[src/rtl/pin_harness_pkg.sv]
// Shared definitions for the pin shift harness.
//   harness_state_e : frame sequencing states
//   SETTLE_W        : bit width of the SETTLE parameter (0..255)
//   cnt_width()     : width of the shared cycle/bit counter
package pin_harness_pkg;

    typedef enum logic [1:0] {
        SHIFT_IN    = 2'd0,
        SETTLE_WAIT = 2'd1,
        CAPTURE     = 2'd2,
        SHIFT_OUT   = 2'd3
    } harness_state_e;

    localparam int unsigned SETTLE_W = 8;

    // $clog2(max(a, b, c) + 1), never narrower than one bit.
    function automatic int unsigned cnt_width(input int unsigned a,
                                              input int unsigned b,
                                              input int unsigned c);
        int unsigned m;
        m = a;
        if (b > m) m = b;
        if (c > m) m = c;
        return (m < 1) ? 1 : $clog2(m + 1);
    endfunction

endpackage

[src/rtl/harness_shreg.sv]
// Shift register with a serial input, a parallel load and a parallel view.
//   clk, rst  : clock, asynchronous active-high reset (clears the register)
//   shift_en  : shift left by one, ser_in entering at the LSB
//   load_en   : load par_in (has priority over shift_en)
//   ser_in    : serial input bit
//   par_in    : parallel load value
//   q         : current register contents (MSB is the serial output end)
module harness_shreg #(
    parameter int unsigned W = 8
) (
    input  logic         clk,
    input  logic         rst,
    input  logic         shift_en,
    input  logic         load_en,
    input  logic         ser_in,
    input  logic [W-1:0] par_in,
    output logic [W-1:0] q
);

    logic [W-1:0] q_q;
    logic [W-1:0] q_d;

    always_comb begin
        q_d = q_q;
        if (load_en) begin
            q_d = par_in;
        end else if (shift_en) begin
            // Whole-vector shift keeps W=1 legal (result is just ser_in).
            q_d = (q_q << 1) | W'(ser_in);
        end
    end

    always_ff @(posedge clk or posedge rst) begin
        if (rst) begin
            q_q <= '0;
        end else begin
            q_q <= q_d;
        end
    end

    assign q = q_q;

endmodule

[src/rtl/pin_shift_harness.sv]
// Serial-to-parallel stimulus / parallel-to-serial capture harness around an
// externally instantiated device under test.
//   clk, rst  : clock, asynchronous active-high reset
//   di        : serial stimulus bit, sampled when di_valid=1 and busy=0
//   di_valid  : stimulus bit qualifier
//   din       : registered parallel stimulus (DIN_N bits) to the device
//   dout      : parallel response (DOUT_N bits) from the device
//   do_bit    : serial response bit, MSB first ("do" is a reserved word)
//   do_valid  : high exactly while do_bit carries a response bit
//   busy      : high in every state except SHIFT_IN
module pin_shift_harness
    import pin_harness_pkg::*;
#(
    parameter int unsigned          DIN_N  = 8,
    parameter int unsigned          DOUT_N = 8,
    parameter logic [SETTLE_W-1:0]  SETTLE = 8'd2
) (
    input  logic              clk,
    input  logic              rst,
    input  logic              di,
    input  logic              di_valid,
    output logic [DIN_N-1:0]  din,
    input  logic [DOUT_N-1:0] dout,
    output logic              do_bit,
    output logic              do_valid,
    output logic              busy
);

    localparam int unsigned SETTLE_CYC = SETTLE;
    localparam int unsigned CNT_W      = cnt_width(DIN_N, DOUT_N, SETTLE_CYC);

    localparam logic [CNT_W-1:0] IN_LAST  = CNT_W'(DIN_N - 1);
    localparam logic [CNT_W-1:0] OUT_LAST = CNT_W'(DOUT_N - 1);
    localparam logic [CNT_W-1:0] SET_LAST = CNT_W'((SETTLE_CYC > 0) ? SETTLE_CYC - 1 : 0);

    harness_state_e    state_q, state_d;
    logic [CNT_W-1:0]  cnt_q, cnt_d;
    logic [DIN_N-1:0]  din_q, din_d;
    logic              do_q, do_d;
    logic              do_valid_q, do_valid_d;

    logic [DIN_N-1:0]  in_q;
    logic [DIN_N-1:0]  in_next;
    logic [DOUT_N-1:0] out_q;
    logic              out_msb;
    logic              in_shift;
    logic              out_shift;
    logic              out_load;

    harness_shreg #(.W(DIN_N)) u_stim_shreg (
        .clk      (clk),
        .rst      (rst),
        .shift_en (in_shift),
        .load_en  (1'b0),
        .ser_in   (di),
        .par_in   ('0),
        .q        (in_q)
    );

    harness_shreg #(.W(DOUT_N)) u_resp_shreg (
        .clk      (clk),
        .rst      (rst),
        .shift_en (out_shift),
        .load_en  (out_load),
        .ser_in   (1'b0),
        .par_in   (dout),
        .q        (out_q)
    );

    // Value the stimulus register takes on this edge; lets din load the
    // complete frame on the same edge as its final bit.
    assign in_next = (in_q << 1) | DIN_N'(di);
    assign out_msb = |(out_q >> (DOUT_N - 1));

    always_comb begin
        state_d    = state_q;
        cnt_d      = cnt_q;
        din_d      = din_q;
        do_d       = 1'b0;
        do_valid_d = 1'b0;
        in_shift   = 1'b0;
        out_shift  = 1'b0;
        out_load   = 1'b0;

        unique case (state_q)
            SHIFT_IN: begin
                if (di_valid) begin
                    in_shift = 1'b1;
                    if (cnt_q == IN_LAST) begin
                        din_d   = in_next;
                        cnt_d   = '0;
                        state_d = (SETTLE_CYC > 0) ? SETTLE_WAIT : CAPTURE;
                    end else begin
                        cnt_d = cnt_q + CNT_W'(1);
                    end
                end
            end
            SETTLE_WAIT: begin
                if (cnt_q == SET_LAST) begin
                    cnt_d   = '0;
                    state_d = CAPTURE;
                end else begin
                    cnt_d = cnt_q + CNT_W'(1);
                end
            end
            CAPTURE: begin
                out_load = 1'b1;
                state_d  = SHIFT_OUT;
            end
            SHIFT_OUT: begin
                // do/do_valid are registered, so each bit appears one cycle
                // after its SHIFT_OUT cycle and the last one overlaps SHIFT_IN.
                out_shift  = 1'b1;
                do_d       = out_msb;
                do_valid_d = 1'b1;
                if (cnt_q == OUT_LAST) begin
                    cnt_d   = '0;
                    state_d = SHIFT_IN;
                end else begin
                    cnt_d = cnt_q + CNT_W'(1);
                end
            end
            default: begin
                state_d = SHIFT_IN;
                cnt_d   = '0;
            end
        endcase
    end

    always_ff @(posedge clk or posedge rst) begin
        if (rst) begin
            state_q    <= SHIFT_IN;
            cnt_q      <= '0;
            din_q      <= '0;
            do_q       <= 1'b0;
            do_valid_q <= 1'b0;
        end else begin
            state_q    <= state_d;
            cnt_q      <= cnt_d;
            din_q      <= din_d;
            do_q       <= do_d;
            do_valid_q <= do_valid_d;
        end
    end

    assign din      = din_q;
    assign do_bit   = do_q;
    assign do_valid = do_valid_q;
    assign busy     = (state_q != SHIFT_IN);

endmodule

[config.mk]
export PLATFORM = sky130hd
export DESIGN_NAME = pin_shift_harness
export DESIGN_NICKNAME = d
export VERILOG_FILES = /design/src/rtl/pin_harness_pkg.sv /design/src/rtl/harness_shreg.sv /design/src/rtl/pin_shift_harness.sv
export SDC_FILE = /design/constraint.sdc
export NUM_CORES = 1
export LEC_CHECK = 0
export BUFFER_PORTS_ARGS = -buffer_cell sky130_fd_sc_hd__buf_2
export CORE_MARGIN = 2
export CORE_UTILIZATION = 54
export DETAILED_ROUTE_END_ITERATION = 16
export GPL_ROUTABILITY_DRIVEN = 0
export MAX_ROUTING_LAYER = met4
export PLACE_DENSITY_LB_ADDON = 0.3
export SLEW_MARGIN = 20
export SYNTH_ARGS = -nofsm -noshare
export SYNTH_HDL_FRONTEND = slang
export SYNTH_SLANG_ARGS = --single-unit
[constraint.sdc]
create_clock -name clk -period 2.03 [get_ports clk]
set_input_delay 0.3045 -clock clk [delete_from_list [all_inputs] [get_ports clk]]
set_output_delay 0.3045 -clock clk [all_outputs]
set_load 0.01 [all_outputs]
# After elaboration in Yosys (flattened, before gate mapping)
# Index checks and enable logic that the tools add are counted.
[totals]
reg_bits = 31
latchBits = 0
ramBits = 0
mem_bits_ro = 0
input_bits = 12
out_inout_bits = 11
word_cells = 41
mem_count = 0
[classes]
add_sub_neg = 1
mul = 0
n_div = 0
order_cmp = 0
n_eq_ne = 9
n_shift = 0
mux = 16
bitwise_logic = 1
n_reduce_logical = 7
[ops]
columns = ["cell", "n"]
rows = [
  ["$mux 8", 2],
  ["$mux 4", 3],
  ["$pmux 4 s3", 1],
  ["$mux 2", 4],
  ["$ne 2x2->1 const B", 4],
  ["$or 8x1->8", 1],
  ["$pmux 2 s4", 1],
  ["$mux 1", 5],
  ["$add 4x1->4 const B", 1],
  ["$eq 2x2->1 const B", 2],
  ["$eq 4x1->1 const B", 1],
  ["$eq 4x3->1 const B", 1],
  ["$reduce_and 4->1", 1],
  ["$reduce_bool 2->1", 2],
  ["$reduce_and 3->1", 1],
  ["$reduce_bool 3->1", 1],
  ["$eq 2x1->1 const B", 1],
  ["$logic_not 2->1", 1],
  ["$reduce_and 2->1", 1],
]

# Longest topological paths before layout
# Gate-level depths: netlist of the first run.
[logic_depth]
depth_word = 4
depth_mapped = 6
mapped_depth_nobuf = 5

# Cells and area by module
# From an unflattened synthesis of the first run, not the netlist that was laid out.
[unflattened]
hier_cells = 135
area_unflattened_um2 = 1537.7
[modules_own_cells]
columns = ["module", "n_inst", "cells_each", "area_each_um2", "seq_area_each_um2"]
rows = [
  ["pin_shift_harness", 1, 65, 784.5, 400.4],
  ["harness_shreg", 2, 35, 376.6, 200.2],
]

# Least setup slack after synthesis of the first run
# Ideal clock, no wire load.
[synth_path]
kind = "reg2reg"
start = "register state_q[0]"
end = "register din_q[0], in the netlist din[0]"
setup_ns = 0.125
t_arrival_ns = 1.500
required_time_ns = 1.905
setup_slack_ns = 0.405
stages_incl_launch_ff = 6
n_path_buf = 0
synth_period_minus_slack_ns = 1.625
cell_sequence = "dfrtp_1 > inv_1 > ha_1 > nand2_2 > nor3_4 > mux2_2"
[synth_via]
elab_chain_cells = 2
[synth_lines]
columns = ["element", "line", "rtl"]
rows = [
  ["start: declaration", "pin_shift_harness.sv:36", "harness_state_e state_q, state_d;"],
  ["start signal: assignment", "pin_shift_harness.sv:138", "state_q <= state_d;"],
  ["$logic_not 2->1", "pin_shift_harness.sv:85", "unique case (state_q)"],
  ["$reduce_and 3->1 (no source line)", "n/a", ""],
  ["end signal: assignment", "pin_shift_harness.sv:140", "din_q <= din_d;"],
  ["end: declaration", "pin_shift_harness.sv:38", "logic [DIN_N-1:0] din_q, din_d;"],
]
# No other way between the ends.
# A chain may end at the register's enable or synchronous reset.

# Worst setup path in the final report of the first run
[layout_path]
start = "register state_q[0]"
end = "register din_q[1], in the netlist din[1]"
# The elaborated chain is that of the path after synthesis.

==> impl_metrics.ini, run 1 <==
[global_route]
antenna_found_initial = 0
use_met1 = 0.210
met3_usage = 0.0422
gr-max-usage-layer = met2
grt_use_met2 = 0.293
grt_max_degree = 32
grt_first_pass_wirelength_mm = 4.19
grt_pass1_vias = 973
grt_usage = 0.181
grt_overflow = 0

[clock_network]
cts_sinks = 31
root_buffer = clkbuf_4
ctsHoldBuffers = 0
cts_resized = 0
postCtsSetupRepairBufs = 0
clock_path_buffers = 2
insertion_delay_ps = 320
cts.htree.levels = 2
cts_tree = done
cts_buffers = 5
path_clk_slew_ps = 100

[sta]
fin_hold_ws_ps = 46.9
layout_setup_ws_ps = 216
clock_skew_ps = 10.3
period_share = 0.894
setup_violations = 0
rsz0062_at_grt = no
period_minus_slack_ps = 1810
final_max_slew_viol_count = 0
relSlewSlack = 0.558
fmax_ghz = 0.551
finalHoldViolations = 0
worst_pin_slew_ps = 663
setup-tns-final_ps = 0

[power_and_ir_drop]
p_switching_uw = 907
p_leak_uw = 0.000803
combPwrFrac = 0.410
clock_power_share = 0.144
seqPwrFrac = 0.446
p_sw_frac = 0.365
p_int_uw = 1580
peakVddDrop_mv = 1.16
power_density_nw_per_um2 = 1520

[worst_setup_path]
cp.arrival_ps = 2030
required_ps = 2240
cp-end-kind = flip-flop
rr_startpoint = state_q[0]
startpoint = state_q[0]
criticalPathCategory = flip-flop to flip-flop
worst_setup_path_start_kind = flip-flop
worstPathMaxFanout = 8

[synthesis]
synth_warnings = 0
ys_seq_area_frac = 0.543
synth_top_area_cell = dfrtp_1
synth.avg_cell_area_um2 = 12.4
synthCells = 115
synth_top_area_frac = 0.543
syn_area_um2 = 1430
ys_ff_latch = 31
syn-num-nets = 134
ys_types = 28
synth.area.top_cells = dfrtp_1 (54%), mux2_2 (13%), mux2i_1 (6.3%)

[layout]
drive_gt1_frac = 0.352
mostFrequentLayoutCells = dfrtp_1 (31), buf_2 (22), mux2_2 (16)
antenna_cells = 0
nNetsFinal = 161
area_growth_pct = 14.1
mostFrequentLayoutCell = dfrtp_1

[floorplan]
die_y_um = 55.4
placementRows = 18
core_area_um2 = 2500
initial_core_util = 0.572
die_width_um = 55.4
io-pin-count = 23
die_area_um2 = 3070

[placed_design]
dp_slack_ps = 212
port_buffers = 22
dp_hpwl_mm = 1.71

[routing]
vias = 943
routedWlPerCell_um = 14.1
viasPerCell = 5.48
drt_iter0_markers = 24
finalWirelength_mm = 2.43
drtAntennaViolNets = 0
first_pass_iters = 4
route.detailed.drc = 0

[run_status]
status = completed

[run]
cap_violations = 0

[min_path]
hold_class = input pin to async pin
==> layout make-up <==
type / instances / area (um2)
Fill cell: 178 / 870
Clock inverter: 1 / 5.00
Clock buffer: 6 / 51.3
Multi-Input combinational cell: 74 / 613
Sequential cell: 31 / 776
Inverter: 6 / 22.5
Timing Repair Buffer: 24 / 125
Tap cell: 30 / 37.5
==> per-stage QoR <==
stage / instances / cell area (um2) / power [uW] / util
global placement: 165 / 1570 / 2060 / 0.630
global route: 172 / 1630 / 2660 / 0.652
finish: 172 / 1630 / 2490 / 0.652
detailed placement: 165 / 1570 / 2140 / 0.630
floorplan: 115 / 1430 / 1850 / -
CTS: 172 / 1630 / 2510 / 0.652
==> Yosys cell counts <==
cell,count
a21oi_1,1
nor4bb_1,1
nor4b_1,1
ha_1,7
clkbuf_1,2
nor3_4,1
inv_1,6
a31oi_1,1
and2_1,1
mux2i_1,9
nand2_2,1
nor3_1,1
nor2_1,2
mux2_4,1
or3_1,1
nand3_1,2
nand2_1,9
buf_2,2
dfrtp_1,31
nor3b_1,1
nand2b_1,1
and4b_1,1
nor2b_1,1
o32a_1,1
nand3b_1,2
o21ai_0,11
mux2_2,16
o41ai_1,1
==> sequential cells by signal, indices dropped and copies added, names as in the netlist <==
register        cells
do_bit              1
u_resp_shreg.q      8
u_stim_shreg.q      7
do_valid            1
cnt_q               4
din                 8
state_q             2
==> per-layer routing <==
metal  up-vias  share of wire
li1        454              -
met2        18           0.49
met1       467           0.46
met5         -              0
met3         4          0.034
met4         0          0.015
==> path summary, 6_finish.rpt <==
check	to	slack (ps)	depth (start not counted)
max in group asynchronous	cnt_q[2]	1700	3
hold reg to reg	do_bit	490	1
hold / removal	din[5]	50	3
setup / recovery	din[1]	220	5
setup reg to reg	din[1]	220	5
min in group clk	u_resp_shreg.q[6]	190	3
==> logic make-up (layout without fill, tap and decap cells) <==
family,after synthesis,after routing,share of synthesized area
compound gates,15,15,0.0595
fa+ha+maj,7,7,0.0613
buf+inv,10,37,0.0280
flops,31,31,0.543
mux,26,26,0.200
simple gates,26,26,0.109
==> power by group through the flow <==
stage | clock [uW] | combinational [uW] | sequential [uW]
after detailed placement | 0 | 1030 | 1110
after CTS | 371 | 1030 | 1100
after floorplan | 0 | 767 | 1080
after global routing | 394 | 1130 | 1140
final | 359 | 1020 | 1110
after global placement | 0 | 969 | 1090
==> critical path, stage by stage (launching register included) <==
cell     delay (ps)
dfrtp_1         410
inv_1           130
ha_1            220
nand2_2         160
nor3_4          410
mux2_2          380
(Power assumes the default switching activity.)
==> run 2: changes to the inputs <==
- PLACE_DENSITY: unset -> 0.84
- PLACE_DENSITY_LB_ADDON: 0.3 -> unset
==> impl_metrics.ini, run 2 (synthesized netlist as in run 1, its figures left out) <==
[sta]
fin_hold_ws_ps = 30.9
worst_pin_slew_ps = 641
setup_violations = 0
layout_setup_ws_ps = 226
final_max_slew_viol_count = 0
fmax_ghz = 0.554
clock_skew_ps = 6.89
relSlewSlack = 0.573
setup-tns-final_ps = 0
period_share = 0.889
finalHoldViolations = 0
period_minus_slack_ps = 1800
rsz0062_at_grt = no

[global_route]
grt_pass1_vias = 980
grt_max_degree = 32
grt_first_pass_wirelength_mm = 4.22
antenna_found_initial = 0
grt_usage = 0.184
grt_overflow = 0

[worst_setup_path]
worst_setup_path_start_kind = flip-flop
required_ps = 2250
criticalPathCategory = flip-flop to flip-flop
cp.arrival_ps = 2020
cp-end-kind = flip-flop
worstPathMaxFanout = 8
reg2reg_to = din[1]
startpoint = state_q[0]
rr_startpoint = state_q[0]
rrSetupSlack_ps = 230
rr_worst_depth = 5

[floorplan]
core_area_um2 = 2500
placementRows = 18
die_width_um = 55.4
die_area_um2 = 3070
die_y_um = 55.4
initial_core_util = 0.572
io-pin-count = 23

[clock_network]
cts_buffers = 5
cts.htree.levels = 2
postCtsSetupRepairBufs = 0
cts_resized = 0
root_buffer = clkbuf_4
clock_path_buffers = 2
cts_sinks = 31
ctsHoldBuffers = 0
cts_tree = done
insertion_delay_ps = 330
path_clk_slew_ps = 100

[power_and_ir_drop]
power_uw = 2440
power_density_nw_per_um2 = 1500
seqPwrFrac = 0.450
p_leak_uw = 0.000804
p_int_uw = 1540
p_switching_uw = 896
combPwrFrac = 0.412
p_sw_frac = 0.367
clock_power_share = 0.138
peakVddDrop_mv = 0.970

[routing]
first_pass_iters = 4
routedWlPerCell_um = 13.3
finalWirelength_mm = 2.30
drtAntennaViolNets = 0
drt_iter0_markers = 9
vias = 930
route.detailed.drc = 0
viasPerCell = 5.38

[placed_design]
dpl_cell_area_um2 = 1570
dp_hpwl_mm = 1.72
port_buffers = 22
dp_slack_ps = 208

[run_status]
status = completed

[layout]
drive_gt1_frac = 0.357
fill_cells = 195
nNetsFinal = 161
antenna_cells = 0
mostFrequentLayoutCells = dfrtp_1 (31), buf_2 (22), mux2_2 (16)
mostFrequentLayoutCell = dfrtp_1
area_growth_pct = 13.8
design_area_um2 = 1630

[run]
cap_violations = 0

[min_path]
hold_class = input pin to async pin
## run 2: cell types whose count changed in the layout (fill, tap and decap cells not counted)
| cell | delta |
|---|---|
| clkbuf_8 | -1 |
| clkinv_2 | +2 |
## run 2: layout make-up
class                   instances  area [um2]  share of cell area
clock buffers                   5        37.5              0.0231
inverters                       6        22.5              0.0138
well taps                      30        37.5              0.0231
repair buffers                 24         125              0.0769
multi-input cells              74         613               0.377
flip-flops and latches         31         776               0.477
clock inverters                 3        15.0             0.00923
## run 2: metrics by stage
| stage | cells | util |
|---|---|---|
| 2_1_floorplan | 115 | - |
| 3_3_place_gp | 165 | 0.630 |
| 3_5_place_dp | 165 | 0.630 |
| 4_1_cts | 173 | 0.651 |
| 5_1_grt | 173 | 0.651 |
| 6_report | 173 | 0.651 |
## run 2: worst max path at each step
stage	endpoint	slack, ps	depth (start not counted)
after floorplan	din[0]	410	5
after global placement	din[1]	290	5
after detailed placement	din[6]	210	5
after CTS	din[0]	200	5
after global routing	din[1]	50	5
final	din[1]	230	5
## run 2: routing by layer
layer	wire, um	up-vias	GRT usage
met5	0	-	-
met4	31	0	0.0732
met3	91	4	0.0703
met2	1140	16	0.294
met1	1030	450	0.208
li1	-	460	-
## run 2: critical path: stages, from the launching register on
cell and delay, ps:
dfrtp_1 410, inv_1 130, ha_1 210, nand2_2 150, nor3_4 400, mux2_2 380
## run 2: power groups by stage
stage	clock network [uW]	logic, uW	registers, uW
2_1_floorplan	0	767	1080
3_3_place_gp	0	955	1090
5_1_grt	376	1130	1150
4_1_cts	348	1020	1100
6_report	336	1010	1100
3_5_place_dp	0	1020	1110
==> run 3: changes to the inputs <==
--- a/config.mk
+++ b/config.mk
@@ -11,4 +11,5 @@
 export DETAILED_ROUTE_END_ITERATION = 16
 export GPL_ROUTABILITY_DRIVEN = 0
+export GPL_TIMING_DRIVEN = 0
 export MAX_ROUTING_LAYER = met4
 export PLACE_DENSITY = 0.84
==> constraint.sdc (replaced) <==
create_clock -name clk -period 2.03 [get_ports clk]
set_input_delay 0.3045 -clock clk [delete_from_list [all_inputs] [get_ports clk]]
set_output_delay 0.3045 -clock clk [all_outputs]
set_load 0.1 [all_outputs]
==> impl_metrics.ini, run 3 (synthesized netlist as in run 1, its figures left out) <==
[clock_network]
path_clk_slew_ps = 90
cts_sinks = 31
root_buffer = clkbuf_4
ctsHoldBuffers = 0
postCtsSetupRepairBufs = 0
cts_tree = done
clock_path_buffers = 2
cts_resized = 0
insertion_delay_ps = 320
cts.htree.levels = 2
cts_buffers = 5

[routing]
drt_iter0_markers = 13
finalWirelength_mm = 2.33
drtAntennaViolNets = 0
routedWlPerCell_um = 13.4
vias = 938
first_pass_iters = 4
route.detailed.drc = 0
viasPerCell = 5.39

[worst_setup_path]
rrSetupSlack_ps = 180
crit_path_top_delay_cell = nor3_4
required_ps = 2230
cp.arrival_ps = 2060
crit_family = simple AND/OR/NAND/NOR gates
cp_cell_sequence = inv_1, ha_1, nand2_2, nor3_4, mux2_2
path_depth = 5
path_buf_inv = 1
critPathMaxStageDelay_ps = 440
criticalPathCategory = flip-flop to flip-flop
rr_worst_depth = 5
worstPathMaxFanout = 8
cp-end-kind = flip-flop
cp-endpoint = din[0]
worst_setup_path_start_kind = flip-flop
reg2reg_to = din[0]
rr_startpoint = state_q[0]
startpoint = state_q[0]

[placed_design]
port_buffers = 22
dp_hpwl_mm = 1.76

[sta]
worst_pin_slew_ps = 620
relSlewSlack = 0.586
rsz0062_at_grt = no
period_share = 0.914
period_minus_slack_ps = 1850
setup-tns-final_ps = 0
finalHoldViolations = 0
clock_skew_ps = 13.3
fmax_ghz = 0.539
final_max_slew_viol_count = 0
setup_violations = 0

[global_route]
grt_pass1_vias = 972
grt_first_pass_wirelength_mm = 4.24
grt_usage = 0.187
grt_max_degree = 32
grt_overflow = 0
antenna_found_initial = 0

[layout]
area_growth_pct = 14.3
fill_cells = 205
antenna_cells = 0
nNetsFinal = 163
mostFrequentLayoutCell = dfrtp_1
drive_gt1_frac = 0.354
mostFrequentLayoutCells = dfrtp_1 (31), buf_2 (24), mux2_2 (16)

[floorplan]
placementRows = 18
die_area_um2 = 3070
die_width_um = 55.4
io-pin-count = 23
core_area_um2 = 2500
die_y_um = 55.4
initial_core_util = 0.572

[run_status]
status = completed

[min_path]
hold_class = input pin to async pin

[run]
cap_violations = 0
## run 3: cell count changes in the layout (fill, tap and decap cells not counted), sizes merged
| cell | previous run | this run |
|---|---|---|
| clkinv | 3 | 1 |
| clkbuf | 5 | 8 |
## run 3: layout make-up
class                           instances  area (um2)  share of cell area
Buffer                                  4        17.5              0.0107
Clock buffer                            6        51.3              0.0314
Clock inverter                          1        5.00             0.00307
Inverter                                6        22.5              0.0138
Multi-Input combinational cell         74         613               0.375
Sequential cell                        31         776               0.475
Tap cell                               30        37.5              0.0230
Timing Repair Buffer                   22         110              0.0674
## run 3: worst min path at each step
stage / start / cells past startpoint / endpoint / slack [ps]
floorplan: rst / 1 / cnt_q[0] / 410
global route: rst / 2 / din[5] / 90
global placement: u_resp_shreg.q[7] / 1 / do_bit / 470
finish: rst / 2 / u_resp_shreg.q[7] / 50
detailed placement: u_resp_shreg.q[7] / 1 / do_bit / 480
CTS: dout[7] / 3 / u_resp_shreg.q[7] / 170
## run 3: layer usage
layer | up-vias | track usage | routed length, um
met2 | 16 | 0.301 | 1160
met4 | 0 | 0.0627 | 40
met3 | 5 | 0.0773 | 101
met1 | 450 | 0.211 | 1030
li1 | 467 | - | -
met5 | - | - | 0
## run 3: through the flow
stage          hold WS [ps]  std cells  setup WS, ps  instance area [um2]  utilization
2_1_floorplan           408        115          47.8                 1430            -
3_3_place_gp            469        167           231                 1580        0.631
3_5_place_dp            481        167           163                 1580        0.631
4_1_cts                 171        174           147                 1630        0.653
5_1_grt                85.5        174          27.6                 1630        0.653
6_report               46.3        174           175                 1630        0.653
Power of run 3 is not shown: default switching activity piles up to over one toggle a cycle in this logic, so the estimate is an artifact.
